`config.mk`:
```
export PLATFORM = sky130hd
export DESIGN_NAME = strobe_sequencer
export DESIGN_NICKNAME = d
export VERILOG_FILES = /design/src/rtl/strobe_sequencer.sv
export SDC_FILE = /design/constraint.sdc
export NUM_CORES = 1
export LEC_CHECK = 0
export CAP_MARGIN = 10
export CORE_MARGIN = 2
export CORE_UTILIZATION = 40
export DETAILED_ROUTE_END_ITERATION = 6
export GPL_ROUTABILITY_DRIVEN = 0
export PLACE_DENSITY = 0.71
export SLEW_MARGIN = 20
export SYNTH_ARGS = -nofsm -noshare
export SYNTH_HDL_FRONTEND = slang
export SYNTH_SLANG_ARGS = --single-unit
```
`constraint.sdc`:
```
create_clock -name clk -period 4.68 [get_ports clk]
set_clock_uncertainty 0.15 [all_clocks]
set_input_delay 1.17 -clock clk [delete_from_list [all_inputs] [get_ports clk]]
set_output_delay 1.17 -clock clk [all_outputs]
set_load 0.01 [all_outputs]
```
`src/rtl/strobe_sequencer.sv`:
```
// strobe_sequencer: round-robin strobe scheduler with per-sequence delay/hold timing and missed-trigger tracking
module strobe_sequencer #(
    parameter int NUM_CHANNELS = 4,
    parameter int NBITS = 16
) (
    input  logic                    clk,
    input  logic                    reset,
    input  logic                    trigger,
    input  logic                    cfgWe,
    input  logic [1:0]              cfgAddr,
    input  logic [31:0]             cfgData,
    output logic [NUM_CHANNELS-1:0] strobeOut,
    output logic [3:0]              activeChannel,
    output logic                    busy,
    output logic                    missedTrigger,
    output logic [7:0]              missedCount
);
    typedef enum logic [1:0] {IDLE, DELAY, HOLD} state_t;
    state_t                  state_q;
    logic                    trig_q;
    logic                    run_q;
    logic                    missed_q;
    logic [7:0]              mcount_q;
    logic [3:0]              chan_q;
    logic [3:0]              chan_d;
    logic [NUM_CHANNELS-1:0] mask_q;
    logic [NUM_CHANNELS-1:0] strobe_q;
    logic [NUM_CHANNELS-1:0] onehot;
    logic [NBITS-1:0]        delay_q;
    logic [NBITS-1:0]        hold_q;
    logic [NBITS-1:0]        sh_hold_q;
    logic [NBITS-1:0]        cnt_q;
    logic                    trig_edge;
    logic                    in_seq;
    logic                    stop;
    logic                    clr;
    assign trig_edge = trigger & ~trig_q;
    assign in_seq    = state_q != IDLE;
    assign stop      = cfgWe && cfgAddr == 2'd3 && !cfgData[0];
    assign clr       = cfgWe && cfgAddr == 2'd3 && cfgData[1];
    assign onehot    = NUM_CHANNELS'(1) << chan_q;
    // next channel: lowest set mask bit above the current one, else wrap to the lowest set bit
    always_comb begin
        chan_d = chan_q;
        for (int j = NUM_CHANNELS - 1; j >= 0; j--)
            if (mask_q[j]) chan_d = 4'(j);
        for (int j = NUM_CHANNELS - 1; j >= 0; j--)
            if (mask_q[j] && 4'(j) > chan_q) chan_d = 4'(j);
    end
    // config registers, miss tracking and the IDLE/DELAY/HOLD sequencer
    always_ff @(posedge clk) begin
        if (reset) begin
            state_q   <= IDLE;
            trig_q    <= 1'b0;
            run_q     <= 1'b0;
            missed_q  <= 1'b0;
            mcount_q  <= '0;
            chan_q    <= 4'(NUM_CHANNELS - 1);
            mask_q    <= '0;
            strobe_q  <= '0;
            delay_q   <= '0;
            hold_q    <= '0;
            sh_hold_q <= '0;
            cnt_q     <= '0;
        end else begin
            trig_q <= trigger;
            if (cfgWe && cfgAddr == 2'd0) mask_q <= cfgData[NUM_CHANNELS-1:0];
            if (cfgWe && cfgAddr == 2'd1) delay_q <= cfgData[NBITS-1:0];
            if (cfgWe && cfgAddr == 2'd2) hold_q <= cfgData[NBITS-1:0];
            if (cfgWe && cfgAddr == 2'd3) run_q <= cfgData[0];
            missed_q <= trig_edge && in_seq;
            mcount_q <= clr ? 8'd0 : (trig_edge && in_seq && mcount_q != 8'hff) ? mcount_q + 8'd1 : mcount_q;
            if (stop) begin
                state_q  <= IDLE;
                strobe_q <= '0;
            end else begin
                case (state_q)
                    IDLE: if (trig_edge && run_q && |mask_q) begin
                        state_q   <= DELAY;
                        cnt_q     <= delay_q;
                        sh_hold_q <= hold_q;
                        chan_q    <= chan_d;
                    end
                    DELAY: if (cnt_q != '0) begin
                        cnt_q <= cnt_q - NBITS'(1);
                    end else begin
                        // the first HOLD cycle already drives the strobe, so load hold-1
                        state_q  <= HOLD;
                        cnt_q    <= (sh_hold_q == '0) ? '0 : sh_hold_q - NBITS'(1);
                        strobe_q <= (sh_hold_q == '0) ? '0 : onehot;
                    end
                    HOLD: if (cnt_q != '0) begin
                        cnt_q <= cnt_q - NBITS'(1);
                    end else begin
                        state_q  <= IDLE;
                        strobe_q <= '0;
                    end
                    default: state_q <= IDLE;
                endcase
            end
        end
    end
    assign strobeOut     = strobe_q;
    assign activeChannel = chan_q;
    assign busy          = in_seq;
    assign missedTrigger = missed_q;
    assign missedCount   = mcount_q;
endmodule

```
==> results_dict.tcl <==
set metrics [dict create \
    vias 3890 \
    first_iter_violations 278 \
    grt_setup_unrepaired "false" \
    via_per_inst 5.57 \
    post_synthesis_adder_cell_area_fraction 0.0225 \
    yosys.cell_count.top_type "sky130_fd_sc_hd__nand2_1" \
    worst-endpoint-required_ps 4820 \
    number_of_buffers_inserted_by_port_buffering 37 \
    groute.usage.overall 0.194 \
    io-pin-count 56 \
    placeableCoreArea_um2 10800 \
    initial_utilization 0.410 \
    setup_ws_ps 1350 \
    hold-path-cell-count 2 \
    synth_edf_count 0 \
    setup.worst_path.start_class "input port" \
    h-tree-depth 3 \
    grt_pass1_wl_um 18300 \
    post_synth_most_frequent_cells "sky130_fd_sc_hd__nand2_1 (90), sky130_fd_sc_hd__dfxtp_1 (87), sky130_fd_sc_hd__nor2_1 (66)" \
    synth.yosys.seq_area_share 0.392 \
    ys.warnings.count 0 \
    critical_path_peak_fanout 15 \
    die_y_um 109 \
    synth_top_family_by_area "simple AND/OR/NAND/NOR gates" \
    regToRegEndpoint "cnt_q[3]$_SDFFE_PP0P_" \
    cts.repair_timing.setup_buffer_count 0 \
    synthesized_netlist_cell_count 535 \
    area_growth_pct 13.9 \
    postRouteWirelength_um 10700 \
    cts_sinks 87 \
    cts_inserted_buffers 9 \
    synthArstFlopShare 0 \
    drc 0 \
    tns_ps 0 \
    timing_hold_violations_final 0 \
    avgRoutedWirePerCell_um 15.3 \
    ir_drop_mv 0.148 \
    die_area_um2 12000 \
    hold_path_startpoint "hold_q[14]$_SDFFE_PP0P_" \
    slew_viol_final 0 \
    synthesis.area_per_instance_um2 8.30 \
    outcome "complete, no violations" \
    synth-seq-cells 87 \
    clock_buffer_depth 2 \
    dp.final_hpwl_um 7680 \
    cts.reportedPaths.clkPinSlew_ps 90 \
    yosysTopAreaCell "sky130_fd_sc_hd__dfxtp_1" \
    postSynth.topFlopCell "sky130_fd_sc_hd__dfxtp_1" \
    hold_path.class "reg -> reg" \
    layout_worst_path_cycle_share 0.713 \
    finalWorstPathRequiredPeriod_ps 3330 \
    post-synth-top-area-fraction 0.392 \
    grt_remaining_overflow 0 \
    synth_area_leaders "sky130_fd_sc_hd__dfxtp_1 (39%), sky130_fd_sc_hd__nand2_1 (7.6%), sky130_fd_sc_hd__a21oi_1 (6.0%), sky130_fd_sc_hd__nor2_1 (5.6%), sky130_fd_sc_hd__mux2i_1 (5.0%)" \
    tritoncts "built" \
    power.density_cell_area_nw_per_um2 280 \
    grt_antenna_before_repair 0 \
    max_freq_mhz 300 \
    clk-insertion-delay-late_ps 370 \
    final_antenna_net_count 0 \
    design.final.nets 599 \
    synth_compound_gate_area_share 0.163 \
    netlist_area_um2 4440 \
    grt_start_max_net_pins 44 \
    cts.repair.resized 0 \
    crit_path_end_kind "register" \
    stdcell_area_um2 5060 \
    first_global_vias 3728 \
    criticalPathCategory "in -> reg" \
    fraction_of_synthesized_area_in_multiplexers 0.0496 \
    final_cell_count_no_fill 698 \
    tightest_slew_ps 1120 \
    rows 38 \
    maxSlewHeadroom 0.254 \
    synth-simple-area-share 0.274 \
    max_cap_viol_count 0 \
    die_w_um 109 \
    cts_root_buf "sky130_fd_sc_hd__clkbuf_8" \
    final_layout_size_suffix_gt1_frac 0.0860 \
    xor_xnor_share_of_the_synthesized_area 0.0552 \
    place_inst 682 \
    worst_r2r_startpoint "cnt_q[0]$_SDFFE_PP0P_" \
    num_antenna_cells 0 \
    r2r_setup_slack_ps 1530 \
    drt_pre_antenna_iters 5 \
    reg2reg_depth 8 \
    worstPathArrival_ps 3480 \
    total_leakage_power_nw 1.88 \
    finalSetupViolCount 0 \
    preCtsSetupSlack_ps 991 \
    holdPathEnd "hold_q[14]$_SDFFE_PP0P_" \
    synth.distinct_cells 60 \
    placed_area_um2 4850 \
    num-fill-cells 1083 \
    post_cts_hold_buffer_count 0 \
]
-- stage by stage --
| step | total power [mW] | hold slack [ps] | util |
|---|---|---|---|
| 2_1_floorplan | 0.842 | 282 | - |
| 3_3_place_gp | 0.877 | 291 | 0.447 |
| 6_report | 1.41 | 308 | 0.467 |
| 3_5_place_dp | 0.881 | 297 | 0.447 |
| 5_1_grt | 1.48 | 325 | 0.467 |
| 4_1_cts | 1.43 | 309 | 0.466 |
-- cell usage in the layout, fill, tap and decap left out, types with 3 or more instances in the layout --
cell / n
sky130_fd_sc_hd__dfxtp_1: 87
sky130_fd_sc_hd__nor2_1: 64
sky130_fd_sc_hd__nand3b_1: 6
sky130_fd_sc_hd__o211ai_1: 7
sky130_fd_sc_hd__xor2_1: 13
sky130_fd_sc_hd__a21oi_1: 53
sky130_fd_sc_hd__mux2i_1: 22
sky130_fd_sc_hd__nand2_1: 90
sky130_fd_sc_hd__or2_2: 6
sky130_fd_sc_hd__nor2b_1: 3
sky130_fd_sc_hd__nand3_1: 8
sky130_fd_sc_hd__nor4_1: 8
sky130_fd_sc_hd__a31oi_1: 3
sky130_fd_sc_hd__o21ai_0: 9
sky130_fd_sc_hd__o221ai_2: 6
sky130_fd_sc_hd__clkbuf_8: 10
sky130_fd_sc_hd__nor4_2: 6
sky130_fd_sc_hd__inv_1: 11
sky130_fd_sc_hd__xnor2_1: 15
sky130_fd_sc_hd__ha_1: 8
sky130_fd_sc_hd__nand4_1: 8
sky130_fd_sc_hd__nor3b_1: 6
sky130_fd_sc_hd__o41ai_1: 6
sky130_fd_sc_hd__clkdlybuf4s50_1: 36
sky130_fd_sc_hd__a211oi_1: 3
sky130_fd_sc_hd__or3_1: 6
sky130_fd_sc_hd__nor3_1: 9
-- worst max path at each step --
| stage | from | to |
|---|---|---|
| after detailed placement | trigger | cnt_q[4]$_SDFFE_PP0P_ |
| after global placement | trigger | cnt_q[9]$_SDFFE_PP0P_ |
| final | trigger | cnt_q[4]$_SDFFE_PP0P_ |
| after floorplan | trigger | cnt_q[4]$_SDFFE_PP0P_ |
| after CTS | trigger | cnt_q[4]$_SDFFE_PP0P_ |
| after global routing | trigger | cnt_q[4]$_SDFFE_PP0P_ |
-- power by group --
group          switching (mW)  total [mW]  internal [mW]
Clock                   0.282       0.549          0.267
Combinational          0.0606       0.102         0.0419
Sequential             0.0102       0.762          0.752
-- registers in the layout (all words and copies together), names as in the netlist --
register	flops
trig_q	1
run_q	1
missedTrigger	1
activeChannel	2
hold_q	16
sh_hold_q	16
delay_q	16
missedCount	8
state_q	2
strobeOut	4
mask_q	4
cnt_q	16
-- routing by layer --
layer,up-vias,wire length [um],GRT usage
met5,-,0,0
met4,0,133,0.0606
met3,13,632,0.0373
met2,131,4900,0.305
met1,1833,5040,0.269
li1,1913,-,-
-- final cells by class --
type,count,area [um^2],area share
Sequential cell,87,1740,0.344
Clock inverter,5,66.3,0.0131
Multi-Input combinational cell,406,2520,0.498
Timing Repair Buffer,38,373,0.0737
Inverter,11,41.3,0.00816
Clock buffer,11,141,0.0279
Tap cell,140,175,0.0346
-- critical path, cell delays in order --
cell and delay, ps:
sky130_fd_sc_hd__clkdlybuf4s50_1 500, sky130_fd_sc_hd__nand3b_1 90, sky130_fd_sc_hd__o21ai_0 530, sky130_fd_sc_hd__o211a_1 610, sky130_fd_sc_hd__nor2_1 80, sky130_fd_sc_hd__or3_1 350
sky130_fd_sc_hd__a31oi_1 140
-- cell families after synthesis --
logic type               count (synthesis)
AND/OR/NAND/NOR                        239
adder cells (fa/ha/maj)                  8
multiplexers                            22
XOR/XNOR                                28
AO/OA/AOI/OAI                          107
flip-flops                              87
other                                    1
buffers and inverters                   43
(Power assumes the default switching activity.)
